$ cat config.mk
export PLATFORM = sky130hd
export DESIGN_NAME = bn_share_arbiter_flat
export DESIGN_NICKNAME = d
export VERILOG_FILES = /design/src/rtl/bn_share_arbiter_pkg.sv /design/src/rtl/bn_share_arbiter_if.sv /design/src/rtl/bn_share_arbiter_rr_arbiter.sv /design/src/rtl/bn_share_arbiter.sv /design/src/flat_wrapper.sv
export SDC_FILE = /design/constraint.sdc
export NUM_CORES = 1
export LEC_CHECK = 0
export CORE_MARGIN = 8
export CORE_UTILIZATION = 35
export DETAILED_ROUTE_END_ITERATION = 8
export PLACE_DENSITY = 0.68
export SLEW_MARGIN = 20
export SYNTH_ARGS = -nofsm -noshare
export SYNTH_HDL_FRONTEND = slang
export SYNTH_SLANG_ARGS = --single-unit
export TNS_END_PERCENT = 1
$ cat constraint.sdc
create_clock -name clk -period 2.2 [get_ports clk]
set_input_delay 0.44 -clock clk [delete_from_list [all_inputs] [get_ports clk]]
set_output_delay 0.44 -clock clk [all_outputs]
set_load 0.02 [all_outputs]
$ cat src/rtl/bn_share_arbiter_pkg.sv
// Shared types and sizing for the batchnorm share arbiter: widths, tag record, FSM states.
package bn_pkg;

    localparam int unsigned DEF_WIDTH    = 16;
    localparam int unsigned DEF_CHANNELS = 48;
    localparam int unsigned DEF_NREQ     = 2;
    localparam int unsigned DEF_BN_LAT   = 5;

    // Index width that never collapses to zero bits.
    function automatic int unsigned idx_width(input int unsigned n);
        return (n > 1) ? $clog2(n) : 1;
    endfunction

    localparam int unsigned CW         = idx_width(DEF_CHANNELS);
    localparam int unsigned IW         = idx_width(DEF_NREQ);
    localparam int unsigned WARMUP_CYC = DEF_CHANNELS + 3;
    localparam int unsigned WCW        = idx_width(WARMUP_CYC);

    typedef struct packed {
        logic          v;
        logic          oob;
        logic [IW-1:0] id;
        logic [CW-1:0] ch;
    } bn_tag_t;

    typedef enum logic [1:0] {
        WARMUP = 2'd0,
        IDLE   = 2'd1,
        BUSY   = 2'd2
    } bn_state_e;

    // Round-robin successor, wrapping at NREQ (not necessarily a power of two).
    function automatic logic [IW-1:0] rr_next(input logic [IW-1:0] id);
        return (32'(id) >= DEF_NREQ - 1) ? '0 : id + 1'b1;
    endfunction

    function automatic logic [DEF_NREQ-1:0] onehot(input logic [IW-1:0] id);
        logic [DEF_NREQ-1:0] r;
        r     = '0;
        r[id] = 1'b1;
        return r;
    endfunction

endpackage

$ cat src/rtl/bn_share_arbiter_if.sv
// Requester-side bundle: per-requester beat handshake plus the shared result return.
interface bn_share_arbiter_if
    import bn_pkg::*;
#(
    parameter int unsigned WIDTH = DEF_WIDTH
);
    logic [DEF_NREQ-1:0]       req_valid;
    logic [DEF_NREQ-1:0]       req_ready;
    logic [DEF_NREQ*WIDTH-1:0] req_data;
    logic [DEF_NREQ*CW-1:0]    req_ch;
    logic [DEF_NREQ-1:0]       req_last;
    logic [DEF_NREQ-1:0]       rsp_valid;
    logic [WIDTH-1:0]          rsp_data;
    logic [CW-1:0]             rsp_ch;

    modport master (
        output req_valid, req_data, req_ch, req_last,
        input  req_ready, rsp_valid, rsp_data, rsp_ch
    );

    modport slave (
        input  req_valid, req_data, req_ch, req_last,
        output req_ready, rsp_valid, rsp_data, rsp_ch
    );
endinterface

$ cat src/rtl/bn_share_arbiter_rr_arbiter.sv
// Round-robin pick: first asserted request at or after the pointer, as one-hot plus index.
module rr_arbiter #(
    parameter int unsigned NREQ = 2,
    parameter int unsigned IW   = 1
) (
    input  logic [NREQ-1:0] req_i,
    input  logic [IW-1:0]   ptr_i,
    output logic [NREQ-1:0] gnt_c,
    output logic [IW-1:0]   gnt_id_c,
    output logic            any_c
);

    always_comb begin
        int unsigned idx;
        idx      = 0;
        gnt_c    = '0;
        gnt_id_c = '0;
        any_c    = 1'b0;
        for (int unsigned i = 0; i < NREQ; i++) begin
            idx = 32'(ptr_i) + i;
            if (idx >= NREQ) idx = idx - NREQ;
            if (!any_c && req_i[IW'(idx)]) begin
                any_c             = 1'b1;
                gnt_c[IW'(idx)]   = 1'b1;
                gnt_id_c          = IW'(idx);
            end
        end
    end

endmodule

$ cat src/rtl/bn_share_arbiter.sv
// Shares one fixed-latency batchnorm between requesters: packet-locked round-robin issue,
// tagged in-flight tracking and routed result return.
module bn_share_arbiter
    import bn_pkg::*;
#(
    parameter int unsigned WIDTH  = DEF_WIDTH,
    parameter int unsigned BN_LAT = DEF_BN_LAT
) (
    input  logic              clk,
    input  logic              rst,
    bn_share_arbiter_if.slave bus,
    output logic [WIDTH-1:0]  bn_x,
    output logic [CW-1:0]     bn_ch,
    output logic              bn_valid,
    output logic              bn_en,
    input  logic [WIDTH-1:0]  bn_y,
    input  logic [CW-1:0]     bn_ch_out,
    input  logic              bn_vout,
    output logic              busy,
    output logic              tag_err
);

    bn_state_e           state_q, state_d;
    logic [WCW-1:0]      warm_q, warm_d;
    logic [IW-1:0]       rr_q, rr_d;
    logic [IW-1:0]       lock_q, lock_d;
    bn_tag_t             pipe_q [BN_LAT+1];
    bn_tag_t             head;

    logic [DEF_NREQ-1:0] gnt_c;
    logic [IW-1:0]       gnt_id_c;
    logic                any_c;
    logic [DEF_NREQ-1:0] ready_c;
    logic [IW-1:0]       win_id_c;
    logic                xfer_c;
    logic [WIDTH-1:0]    beat_data_c;
    logic [CW-1:0]       beat_ch_c;
    logic                oob_c;
    logic                tag_mis_c;

    rr_arbiter #(
        .NREQ (DEF_NREQ),
        .IW   (IW)
    ) u_rr (
        .req_i    (bus.req_valid),
        .ptr_i    (rr_q),
        .gnt_c    (gnt_c),
        .gnt_id_c (gnt_id_c),
        .any_c    (any_c)
    );

    // Next-state, grant and round-robin pointer update.
    always_comb begin
        state_d  = state_q;
        warm_d   = warm_q;
        rr_d     = rr_q;
        lock_d   = lock_q;
        ready_c  = '0;
        win_id_c = gnt_id_c;
        case (state_q)
            WARMUP: begin
                if (warm_q == WCW'(WARMUP_CYC - 1)) state_d = IDLE;
                else                                 warm_d  = warm_q + 1'b1;
            end
            IDLE: begin
                ready_c  = gnt_c;
                win_id_c = gnt_id_c;
                if (any_c) begin
                    if (bus.req_last[gnt_id_c]) begin
                        rr_d = rr_next(gnt_id_c);
                    end else begin
                        state_d = BUSY;
                        lock_d  = gnt_id_c;
                    end
                end
            end
            BUSY: begin
                // Lock holds across valid gaps until the packet's last beat.
                ready_c  = onehot(lock_q);
                win_id_c = lock_q;
                if (bus.req_valid[lock_q] && bus.req_last[lock_q]) begin
                    state_d = IDLE;
                    rr_d    = rr_next(lock_q);
                end
            end
            default: state_d = WARMUP;
        endcase
    end

    always_comb begin
        bus.req_ready = ready_c;
        xfer_c        = |(ready_c & bus.req_valid);
        beat_data_c   = bus.req_data[32'(win_id_c)*WIDTH +: WIDTH];
        beat_ch_c     = bus.req_ch[32'(win_id_c)*CW +: CW];
        oob_c         = 32'(beat_ch_c) >= DEF_CHANNELS;
    end

    always_ff @(posedge clk) begin
        if (rst) begin
            state_q <= WARMUP;
            warm_q  <= '0;
            rr_q    <= '0;
            lock_q  <= '0;
        end else begin
            state_q <= state_d;
            warm_q  <= warm_d;
            rr_q    <= rr_d;
            lock_q  <= lock_d;
        end
    end

    // Issue register; out-of-range channels never reach the batchnorm.
    always_ff @(posedge clk) begin
        if (rst) begin
            bn_x     <= '0;
            bn_ch    <= '0;
            bn_valid <= 1'b0;
            bn_en    <= 1'b0;
        end else begin
            bn_valid <= xfer_c & ~oob_c;
            bn_en    <= (state_d != WARMUP);
            if (xfer_c && !oob_c) begin
                bn_x  <= beat_data_c;
                bn_ch <= beat_ch_c;
            end
        end
    end

    // Tag pipe is one entry longer than BN_LAT to cover the issue register.
    always_ff @(posedge clk) begin
        if (rst) begin
            for (int unsigned i = 0; i <= BN_LAT; i++) pipe_q[i] <= '0;
        end else begin
            pipe_q[0] <= '{v: xfer_c, oob: xfer_c & oob_c, id: win_id_c, ch: beat_ch_c};
            for (int unsigned i = 1; i <= BN_LAT; i++) pipe_q[i] <= pipe_q[i-1];
        end
    end

    assign head = pipe_q[BN_LAT];

    always_comb begin
        tag_mis_c = 1'b0;
        if (!head.oob) tag_mis_c = (head.v != bn_vout) || (head.v && (bn_ch_out != head.ch));
    end

    always_ff @(posedge clk) begin
        if (rst) begin
            bus.rsp_valid <= '0;
            bus.rsp_data  <= '0;
            bus.rsp_ch    <= '0;
            tag_err       <= 1'b0;
        end else begin
            bus.rsp_valid <= head.v ? onehot(head.id) : '0;
            if (head.v) begin
                bus.rsp_data <= head.oob ? '0 : bn_y;
                bus.rsp_ch   <= head.ch;
            end
            if (tag_mis_c) tag_err <= 1'b1;
        end
    end

    always_comb begin
        busy = (state_q == BUSY);
        for (int unsigned i = 0; i <= BN_LAT; i++) busy = busy | pipe_q[i].v;
    end

endmodule

$ cat src/flat_wrapper.sv
// flat-port wrapper written by rule: the top's interface ports become plain ports
module bn_share_arbiter_flat import bn_pkg::*;
#(
    parameter int unsigned WIDTH  = DEF_WIDTH,
    parameter int unsigned BN_LAT = DEF_BN_LAT
)
  (clk, rst, bn_x, bn_ch, bn_valid, bn_en, bn_y, bn_ch_out, bn_vout, busy, tag_err, bus_req_valid, bus_req_data, bus_req_ch, bus_req_last, bus_req_ready, bus_rsp_valid, bus_rsp_data, bus_rsp_ch);
  bn_share_arbiter_if #(.WIDTH(WIDTH)) bus_i ();
  input  logic clk;
  input  logic rst;
  output logic [WIDTH-1:0] bn_x;
  output logic [CW-1:0] bn_ch;
  output logic bn_valid;
  output logic bn_en;
  input  logic [WIDTH-1:0] bn_y;
  input  logic [CW-1:0] bn_ch_out;
  input  logic bn_vout;
  output logic busy;
  output logic tag_err;
  input wire logic [$bits(bus_i.req_valid)-1:0] bus_req_valid;
  input wire logic [$bits(bus_i.req_data)-1:0] bus_req_data;
  input wire logic [$bits(bus_i.req_ch)-1:0] bus_req_ch;
  input wire logic [$bits(bus_i.req_last)-1:0] bus_req_last;
  output wire logic [$bits(bus_i.req_ready)-1:0] bus_req_ready;
  output wire logic [$bits(bus_i.rsp_valid)-1:0] bus_rsp_valid;
  output wire logic [$bits(bus_i.rsp_data)-1:0] bus_rsp_data;
  output wire logic [$bits(bus_i.rsp_ch)-1:0] bus_rsp_ch;
  assign bus_i.req_valid = bus_req_valid;
  assign bus_i.req_data = bus_req_data;
  assign bus_i.req_ch = bus_req_ch;
  assign bus_i.req_last = bus_req_last;
  assign bus_req_ready = bus_i.req_ready;
  assign bus_rsp_valid = bus_i.rsp_valid;
  assign bus_rsp_data = bus_i.rsp_data;
  assign bus_rsp_ch = bus_i.rsp_ch;
  bn_share_arbiter #(.WIDTH(WIDTH), .BN_LAT(BN_LAT)) u_core (.clk(clk), .rst(rst), .bus(bus_i), .bn_x(bn_x), .bn_ch(bn_ch), .bn_valid(bn_valid), .bn_en(bn_en), .bn_y(bn_y), .bn_ch_out(bn_ch_out), .bn_vout(bn_vout), .busy(busy), .tag_err(tag_err));
endmodule
==> qor.yml, run 1 <==
routing:
  vias: 3324
  ant_nets: 0
  vias_per_cell: 4.57
  post_drt_wl_per_cell_um: 13.2
  dr.pass1.iters: 4
  drc: 0
  routed.top_layer: "met4"
  wl_met3_um: 1280
  wirelength_um: 9590
  m1WireLength_um: 4260
  met2_length_um: 3990
  drtIter0Drc: 215
cts:
  cts_tree: "yes"
  clock_latency_ns: 0.40
  cts_buffers: 17
  cts_buffer_depth: 2
  cts_hold_buffers: 0
  h-tree-depth: 4
  cts_setup_buffers: 0
  clock-sinks: 113
  cts-root-buf: "clkbuf_16"
  clk_pin_slew_ns: 0.05
global_routing:
  grt_usage_pct: 12.4
  antenna_found_initial: 0
  overflow: 0
  grt_pass1_wl_um: 16200
  grt_pass1_vias: 3439
  grt_start_max_net_pins: 60
synthesis:
  synth-simple-area-share_pct: 23.7
  synth_common_cells: "113 x dfxtp_1, 62 x nor2b_1, 57 x nor2_1, 49 x nand2_1, 26 x a21oi_1"
  synth-compound-area-share_pct: 11.6
  synth.distinct_cells: 45
  synth_warnings: 0
  synth.most_common_cell: "dfxtp_1"
  synth_top_area_share_pct: 54.8
  synth_flop_cell: "dfxtp_1"
  synth_fa_ha_area_share_pct: 1.82
  ys_seq_area_share_pct: 54.8
  synth_top_family_by_area: "simple AND/OR/NAND/NOR gates"
  synth_fp_nets: 516
  synthesis.area_sq_um: 4130
  synthMuxAreaShare_pct: 2.46
  synthXorXnorAreaFrac_pct: 2.12
  async_reset_ff_share_pct: 0
  synth-edff-count: 0
  syn_inst: 437
  synth_area_per_cell_sq_um: 9.45
  ys_top_cells_by_area: "dfxtp_1 55%, nor2b_1 9.4%, nor2_1 5.2%"
  ys_ff_latch: 113
  synth_top_area_cell: "dfxtp_1"
layout:
  fin_area_sq_um: 6180
  area_growth_pct: 49.8
  diodes: 0
  fillers: 1027
  utilization_pct: 53.9
  seqCellArea_sq_um: 2260
  multi_input_area_sq_um: 1740
  drive_gt1_share_pct: 10.6
  layout.nets: 650
worst_setup_path:
  path_class: "register to primary output"
  start_kind: "register"
  worstPathCellList: "inv_1 > ha_4 > nor3_2 > nand2_1 > clkdlybuf4s15_1"
  required_ns: 1.76
  cp.depth: 5
  cp_slowest_cell: "dfxtp_1"
  endpoint_kind: "primary output"
  cp_max_fo: 10
  cp_num_buf_inv: 2
  critPathArrivalTime_ns: 1.62
  reg2reg_depth: 8
  slowest_delay_ns: 0.36
  path_delay_family: "buffers and inverters"
timing:
  max_freq_mhz: 485
  fin_skew_ns: 0.00797
  setup_viol: 0
  fin_crit_ns: 2.06
  worstMarginPinSlew_ns: 0.522
  rsz0062_at_grt: "no"
  drv_slew: 0
  min_period_over_period_pct: 93.8
  relSlewSlack_pct: 65.2
  worst_slack_ns: 0.136
  finalHoldViolCount: 0
floorplan:
  ios: 125
  row_count: 39
  core_area_sq_um: 11500
  dieArea_sq_um: 15500
  fp.dieH_um: 125
  die_w_um: 125
  start_util_pct: 36.0
place:
  dp_hpwl_um: 6960
  place_ws_ns: -0.193
  numPortBuffers: 124
  placed_area_sq_um: 5590
  gp_congestion: 0.773
flow_run:
  drv_cap: 0
pwr:
  vdd_drop_max_uv: 475
  power_density_nw_per_um2: 810
  power_mw: 5.01
  p_leak_nw: 2.42
worst_hold_path:
  worstHoldPathType: "register to register"
  hold_depth: 1
status:
  status: "complete, no violations"
[flip-flops by register name, indices dropped and copies added (netlist names)]
register	cells
u_core.bn_x	16
u_core.bn_ch	6
u_core.bus.rsp_valid	2
u_core.bn_valid	1
u_core.bn_en	1
u_core.lock_q	1
u_core.rr_q	1
u_core.bus.rsp_data	16
u_core.warm_q	6
u_core.bus.rsp_ch	6
u_core.state_q	2
u_core.pipe_q	54
u_core.tag_err	1
[through the flow]
| step | hold slack, ns | TNS, ns | cells |
|---|---|---|---|
| finish | 0.418 | 0 | 727 |
| floorplan | 0.390 | 0 | 437 |
| global placement | 0.396 | -1.71 | 695 |
| detailed placement | 0.408 | -3.71 | 695 |
| global route | 0.435 | 0 | 727 |
| CTS | 0.415 | -0.0345 | 727 |
[timing repair]
item | CTS | global route
endpoints found under the setup margin | 15 | 16
endpoints found under the hold margin | 0 | 0
gates resized for setup | 5 | 7
pin swaps | 0 | 1
[per-layer routing]
layer / up-vias / track usage [%]
met4: 0 / 4.04
met2: 138 / 18.4
met3: 6 / 8.47
met1: 1449 / 13.9
met5: - / 0
li1: 1731 / -
[kinds of logic after synthesis]
| family | Yosys count |
|---|---|
| simple gates | 198 |
| flops | 113 |
| compound gates | 66 |
| buf+inv | 34 |
| xor+xnor | 10 |
| mux | 10 |
| fa+ha+maj | 6 |
[cell usage in the layout (no fill, tap or decap), types with 2 or more instances in the layout]
master and instances:
a211oi_1 4, a21o_1 5, a21oi_1 26, a311oi_1 17, and2_1 2, buf_12 2
buf_4 17, bufinv_16 2, clkbuf_16 17, clkbuf_2 2, clkdlybuf4s50_1 120, clkinv_2 3
clkinv_4 3, clkinvlp_4 3, dfxtp_1 113, ha_1 5, inv_1 6, inv_6 4
mux2i_1 9, nand2_1 49, nand2b_1 2, nand3_1 5, nand4_1 3, nor2_1 57
nor2b_1 62, nor3_1 4, nor3b_1 5, o21bai_1 2, xor2_1 9
[report_power, final]
part | internal (mW) | switching (mW) | leakage [nW]
Sequential | 2.08 | 0.00986 | 0.914
Combinational | 0.166 | 0.108 | 1.22
Clock | 1.68 | 0.973 | 0.280
Total | 3.92 | 1.09 | 2.42
[cell type report]
cell class / instances / share of cell area (%)
clock buffer: 17 / 6.88
multi-input combinational: 290 / 28.2
inverter: 7 / 0.425
clock inverter: 15 / 2.57
tap: 143 / 2.89
sequential: 113 / 36.6
timing repair buffer: 142 / 22.5
[path summary, 6_finish.rpt]
| path | startpoint | to | slack (ns) |
|---|---|---|---|
| max | u_core.state_q[0] | busy | 0.14 |
| min | u_core.pipe_q[0][51] | u_core.bus.rsp_valid[0] | 0.42 |
| max reg2reg | u_core.state_q[0] | u_core.bn_x[9] | 0.15 |
| min reg2reg | u_core.pipe_q[0][51] | u_core.bus.rsp_valid[0] | 0.42 |
Power figures use the tool's default switching activity.
==> run 2, diff against run 1 <==
- SKIP_LAST_GASP: unset -> 1
- TNS_END_PERCENT: 1 -> 50
==> run 2 against run 1 <==
Effect of this change:
- design area grew 0.69%
- largest power group unchanged
- non-clock buffer count grew 2
- final cell count rose by 0.28%
- combinational power hardly changed
- sequential share of layout area down 0.25 points
- flip-flop and latch count stayed put
- via count up 1.7%
==> qor.yml, run 2 (synthesis results as in run 1) <==
worst_setup_path:
  worstPathCellList: "inv_1 > ha_1 > a32oi_1 > nor2_1 > clkdlybuf4s15_1"
  reg2reg_depth: 8
  endpoint_kind: "primary output"
  rr_startpoint: "u_core.state_q[0]"
  path_class: "register to primary output"
  required_ns: 1.76
  critPathArrivalTime_ns: 1.71
  start_kind: "register"
  cp_slowest_cell: "dfxtp_1"
  r2r_end: "u_core.bn_x[13]"
  reg2reg_slack_ns: 0.15
  slowest_delay_ns: 0.39
  cp_max_fo: 4
floorplan:
  ios: 125
  row_count: 39
  core_area_sq_um: 11500
  fp.dieH_um: 125
  die_w_um: 125
  dieArea_sq_um: 15500
  start_util_pct: 36.0
worst_hold_path:
  worstHoldPathType: "register to register"
  hold_start: "u_core.pipe_q[0][51]"
  hold_depth: 1
  hold_end: "u_core.bus.rsp_valid[0]"
timing:
  worstMarginPinSlew_ns: 0.376
  relSlewSlack_pct: 74.8
  drv_slew: 0
  finalHoldViolCount: 0
  setup_viol: 0
  max_freq_mhz: 466
  tns_ns: 0
  fin_crit_ns: 2.15
  rsz0062_at_grt: "yes"
  fin_skew_ns: 0.00781
  min_period_over_period_pct: 97.6
routing:
  drtIter0Drc: 214
  dr.pass1.iters: 4
  vias_per_cell: 4.64
  wirelength_um: 9830
  ant_nets: 0
  drc: 0
  post_drt_wl_per_cell_um: 13.5
  vias: 3381
pwr:
  power_density_nw_per_um2: 804
  vdd_drop_max_uv: 474
  p_leak_nw: 2.44
  power_mw: 5.00
  p_int_mw: 3.92
  power_frac_clock_pct: 52.8
  switching_share_pct: 21.7
  p_comb_share_pct: 5.5
  seq_power_share_pct: 41.7
  switching_power_mw: 1.09
global_routing:
  grt_use_met3_pct: 8.47
  met2_usage_pct: 18.4
  overflow: 0
  grt_pass1_wl_um: 16200
  grt-busiest-layer: "met2"
  grt_usage_pct: 12.4
  grt.met1_usage_pct: 13.9
  grt_start_max_net_pins: 60
  grt_pass1_vias: 3439
  antenna_found_initial: 0
cts:
  cts_buffer_depth: 2
  cts_tree: "yes"
  h-tree-depth: 4
  cts-root-buf: "clkbuf_16"
  cts_buffers: 17
  clock-sinks: 113
  clock_latency_ns: 0.40
  cts_hold_buffers: 0
  clk_pin_slew_ns: 0.05
layout:
  regMostFlops: "u_core.pipe_q"
  reg.largest.list: "u_core.pipe_q (54), u_core.bn_x (16), u_core.bus.rsp_data (16)"
  largest_reg_flops: 54
  area_growth_pct: 50.8
  layout.nets: 652
  mostFrequentLayoutCells: "120 x clkdlybuf4s50_1, 113 x dfxtp_1, 62 x nor2b_1"
  diodes: 0
  drive_gt1_share_pct: 10.9
  final_common_cell: "clkdlybuf4s50_1"
place:
  numPortBuffers: 124
  gp_congestion: 0.773
  dp_hpwl_um: 6960
status:
  status: "complete, no violations"
flow_run:
  drv_cap: 0
run 2: changes by cell type in the layout (fill, tap and decap cells not counted):
cell	delta
a221oi_2	+1
clkbuf_16	+1
a221oi_1	-1
clkbuf_2	-1
dlygate4sd2_1	+1
buf_4	+1
run 2: metal layers:
| metal | share of wire, % | vias to the layer above | wire length, um |
|---|---|---|---|
| li1 | - | 1739 | - |
| met1 | 44 | 1499 | 4290 |
| met2 | 43 | 137 | 4220 |
| met3 | 13 | 6 | 1260 |
| met4 | 0.58 | 0 | 57 |
| met5 | 0 | - | 0 |
run 2: how the worst max path moves through the flow:
stage / startpoint / end / slack [ns]
after floorplan: u_core.state_q[0] / u_core.bn_x[12] / 0.23
after global placement: bus_req_valid[0] / bus_req_ready[1] / -0.12
after detailed placement: bus_req_valid[1] / u_core.bn_x[6] / -0.19
after CTS: u_core.state_q[0] / bus_req_ready[1] / -0.03
after global routing: u_core.state_q[0] / bus_req_ready[0] / -0.03
final: u_core.state_q[1] / bus_req_ready[0] / 0.05
run 2: power groups by stage:
| stage | Sequential [mW] | Clock [mW] | Combinational (mW) |
|---|---|---|---|
| final | 2.09 | 2.64 | 0.276 |
| after global routing | 2.09 | 2.81 | 0.303 |
| after CTS | 2.08 | 2.70 | 0.277 |
| after detailed placement | 2.13 | 0 | 0.275 |
| after global placement | 2.13 | 0 | 0.272 |
| after floorplan | 2.13 | 0 | 0.101 |
run 2: metrics by stage:
step                hold slack, ns  instance area [sq um]  utilization (%)  setup slack, ns  std cells
detailed placement           0.408                   5590             48.8           -0.193        695
floorplan                    0.390                   4130                -            0.229        437
finish                       0.417                   6230             54.3           0.0526        729
global route                 0.435                   6230             54.3          -0.0255        729
CTS                          0.415                   6170             53.8          -0.0345        727
global placement             0.396                   5590             48.8           -0.123        695
run 2: repair_timing:
action	in CTS	in global routing
gates cloned	0	1
pin swaps	0	1
setup endpoints to repair	15	16
hold endpoints to repair	0	0
gates resized for setup	5	6
setup buffers	0	1
run 2: cell type report:
cell class              instances  area, sq um
inverters                       7         26.3
clock buffers                  17          425
multi-input cells             290         1750
fillers                      1025         5240
repair buffers                144         1430
well taps                     143          179
clock inverters                15          159
flip-flops and latches        113         2260
run 2: critical path: cells and delay by family, from the launching register on:
family          cells  cell delay, ns
simple gates        1            0.06
fa+ha+maj           1            0.24
compound gates      1            0.23
flops               1            0.39
buf+inv             2            0.38
==> run 3, diff against run 2 <==
- PLACE_DENSITY: 0.68 -> 0.67
- SYNTH_HIERARCHICAL: unset -> 1
==> run 3 against run 2 <==
Effect of this change:
- worst setup slack worse by 0.014 ns
- design area is 3.8% higher
- global-route usage is 0.053 points higher
- non-clock buffer count is 1 lower
- flip-flop and latch count stayed put
- register-to-register slack worse by 0.04 ns
- clock power is 4% higher
- area after synthesis is 4.9% higher
- maximum frequency is 0.65% lower
- critical path depth stayed put
- sequential share of layout area is 1.3 points lower
- sequential power hardly changed
==> qor.yml, run 3 <==
synthesis:
  synth-edff-count: 0
  synth_warnings: 6
  synth_common_cells: "113 x dfxtp_1, 83 x nor2b_1, 53 x nor2_1, 28 x mux2i_1, 20 x a21oi_1"
  synth_top_area_cell: "dfxtp_1"
  ys_top_cells_by_area: "dfxtp_1 52%, nor2b_1 12%, mux2i_1 6.5%"
  syn_inst: 424
  synthesis.area_sq_um: 4330
  synth_fp_nets: 504
  synth_top_area_share_pct: 52.3
  ys_ff_latch: 113
  synth_flop_cell: "dfxtp_1"
  ys_seq_area_share_pct: 52.3
  synth_area_per_cell_sq_um: 10.2
  synth.most_common_cell: "dfxtp_1"
  synth.distinct_cells: 47
  async_reset_ff_share_pct: 0
global_routing:
  overflow: 0
  grt_start_max_net_pins: 47
  grt_usage_pct: 12.5
  grt_pass1_wl_um: 16400
  antenna_found_initial: 0
  grt_pass1_vias: 3447
worst_setup_path:
  rr_startpoint: "u_core/state_q[0]"
  critPathArrivalTime_ns: 1.72
  start_kind: "register"
  path_delay_family: "buffers and inverters"
  path_class: "register to primary output"
  reg2reg_slack_ns: 0.11
  r2r_end: "u_core/bn_x[1]"
  required_ns: 1.76
  cp_num_buf_inv: 2
  cp_slowest_cell: "dfxtp_1"
  cp_max_fo: 5
  slowest_delay_ns: 0.36
  endpoint_kind: "primary output"
  worstPathCellList: "inv_1 > ha_2 > nor3_1 > nand2_1 > dlygate4sd2_1"
  reg2reg_depth: 8
pwr:
  seq_power_share_pct: 40.6
  power_mw: 5.13
  power_frac_clock_pct: 53.6
  power_density_nw_per_um2: 794
  switching_power_mw: 1.08
  vdd_drop_max_uv: 375
  p_leak_nw: 2.66
  p_int_mw: 4.05
  switching_share_pct: 21.1
  p_comb_share_pct: 5.7
timing:
  finalHoldViolCount: 0
  relSlewSlack_pct: 68.1
  min_period_over_period_pct: 98.2
  rsz0062_at_grt: "yes"
  fin_skew_ns: 0.0117
  worstMarginPinSlew_ns: 0.478
  drv_slew: 0
  worst_hold_slack_ns: 0.416
  worst_slack_ns: 0.0386
  fin_crit_ns: 2.16
  setup_viol: 0
  max_freq_mhz: 463
floorplan:
  die_w_um: 127
  ios: 125
  row_count: 40
  start_util_pct: 35.9
  core_area_sq_um: 12100
  fp.dieH_um: 127
  dieArea_sq_um: 16200
layout:
  mostFrequentLayoutCells: "120 x clkdlybuf4s50_1, 112 x dfxtp_1, 83 x nor2b_1"
  largest_reg_flops: 54
  layout.nets: 644
  layout.cells.non_filler: 745
  reg.largest.list: "u_core/pipe_q (54), u_core/bn_x (16), u_core/bus.rsp_data (16)"
  drive_gt1_share_pct: 11.8
  diodes: 0
  area_growth_pct: 49.2
  final_common_cell: "clkdlybuf4s50_1"
  regMostFlops: "u_core/pipe_q"
cts:
  clock_latency_ns: 0.40
  h-tree-depth: 4
  cts-root-buf: "clkbuf_16"
  cts_tree: "yes"
  cts_hold_buffers: 0
  cts_buffers: 17
  cts_buffer_depth: 2
  clk_pin_slew_ns: 0.05
  clock-sinks: 113
  cts_setup_buffers: 0
place:
  place_inst: 713
  dp_hpwl_um: 7240
  place_ws_ns: -0.302
  numPortBuffers: 124
  gp_congestion: 0.851
routing:
  drtIter0Drc: 170
  vias: 3307
  post_drt_wl_per_cell_um: 13.1
  ant_nets: 0
  drc: 0
  wirelength_um: 9790
  vias_per_cell: 4.44
  dr.pass1.iters: 4
flow_run:
  drv_cap: 0
status:
  status: "complete, no violations"
worst_hold_path:
  hold_depth: 1
  hold_start: "u_core/pipe_q[5][6]"
  worstHoldPathType: "register to register"
  hold_end: "u_core/bus.rsp_valid[0]"
==> run 3: changes by cell type after synthesis, sizes merged, moves of 4 or more <==
cell    previous run  this run
nand2             49         8
xnor2              1         5
nor2              57        53
xor2               9         4
o21ai              1         6
a21oi             26        20
buf               14         7
a21o               5         0
nor2b             63        83
a311oi            17         1
mux2i              9        29
mux2               1        22
==> run 3: area by class of cell <==
type	instances	area, sq um
well taps	168	210
flip-flops and latches	113	2260
multi-input cells	283	1950
repair buffers	143	1410
clock inverters	15	183
inverters	6	22.5
fillers	1076	5600
clock buffers	17	425
==> run 3: cells by family after synthesis <==
kind of cell,share of synthesized area (%)
and+or+nand+nor,22.2
muxes,12.8
xor gates and xnor gates,1.82
AOI/OAI and AO/OA,6.10
DFF,52.3
adders and majority gates,2.02
buffers and inverters,2.83
==> run 3: power groups by stage <==
stage	Sequential [mW]	Combinational (mW)	Clock [mW]
2_1_floorplan	2.13	0.117	0
3_3_place_gp	2.13	0.290	0
3_5_place_dp	2.13	0.297	0
4_1_cts	2.09	0.298	2.83
5_1_grt	2.09	0.318	2.93
6_report	2.09	0.294	2.75
==> run 3: worst max-delay path by stage <==
stage                             endpoint  depth (start not counted)              start  slack (ns)
after floorplan            u_core/bn_ch[1]                          7  u_core/state_q[0]        0.14
after global placement        u_core/bn_en                          7   bus_req_valid[1]       -0.30
after CTS                 bus_req_ready[1]                          5  u_core/state_q[1]       -0.06
after global routing                  busy                          5  u_core/state_q[0]       -0.07
final                                 busy                          5  u_core/state_q[0]        0.04
after detailed placement      u_core/bn_en                          7   bus_req_valid[1]       -0.30
==> run 3: stage by stage <==
| step | setup TNS (ns) | area, sq um | util (%) |
|---|---|---|---|
| after floorplan | 0 | 4330 | - |
| after global placement | -5.71 | 5860 | 48.6 |
| after detailed placement | -6.35 | 5860 | 48.6 |
| after CTS | -0.104 | 6470 | 53.6 |
| after global routing | -0.0735 | 6460 | 53.6 |
| final | 0 | 6460 | 53.6 |
==> run 3: repair_timing <==
action / in CTS / in global routing
endpoints found under the setup margin: 3 / 5
resized for setup: 5 / 6
hold endpoints to repair: 0 / 0
==> run 3: routing by layer <==
layer	track usage, %	vias to the layer above	wire length, um
met5	0	-	0
met4	5.11	0	99
met3	7.32	9	1130
met2	18.6	126	4180
met1	14.2	1486	4380
li1	-	1686	-
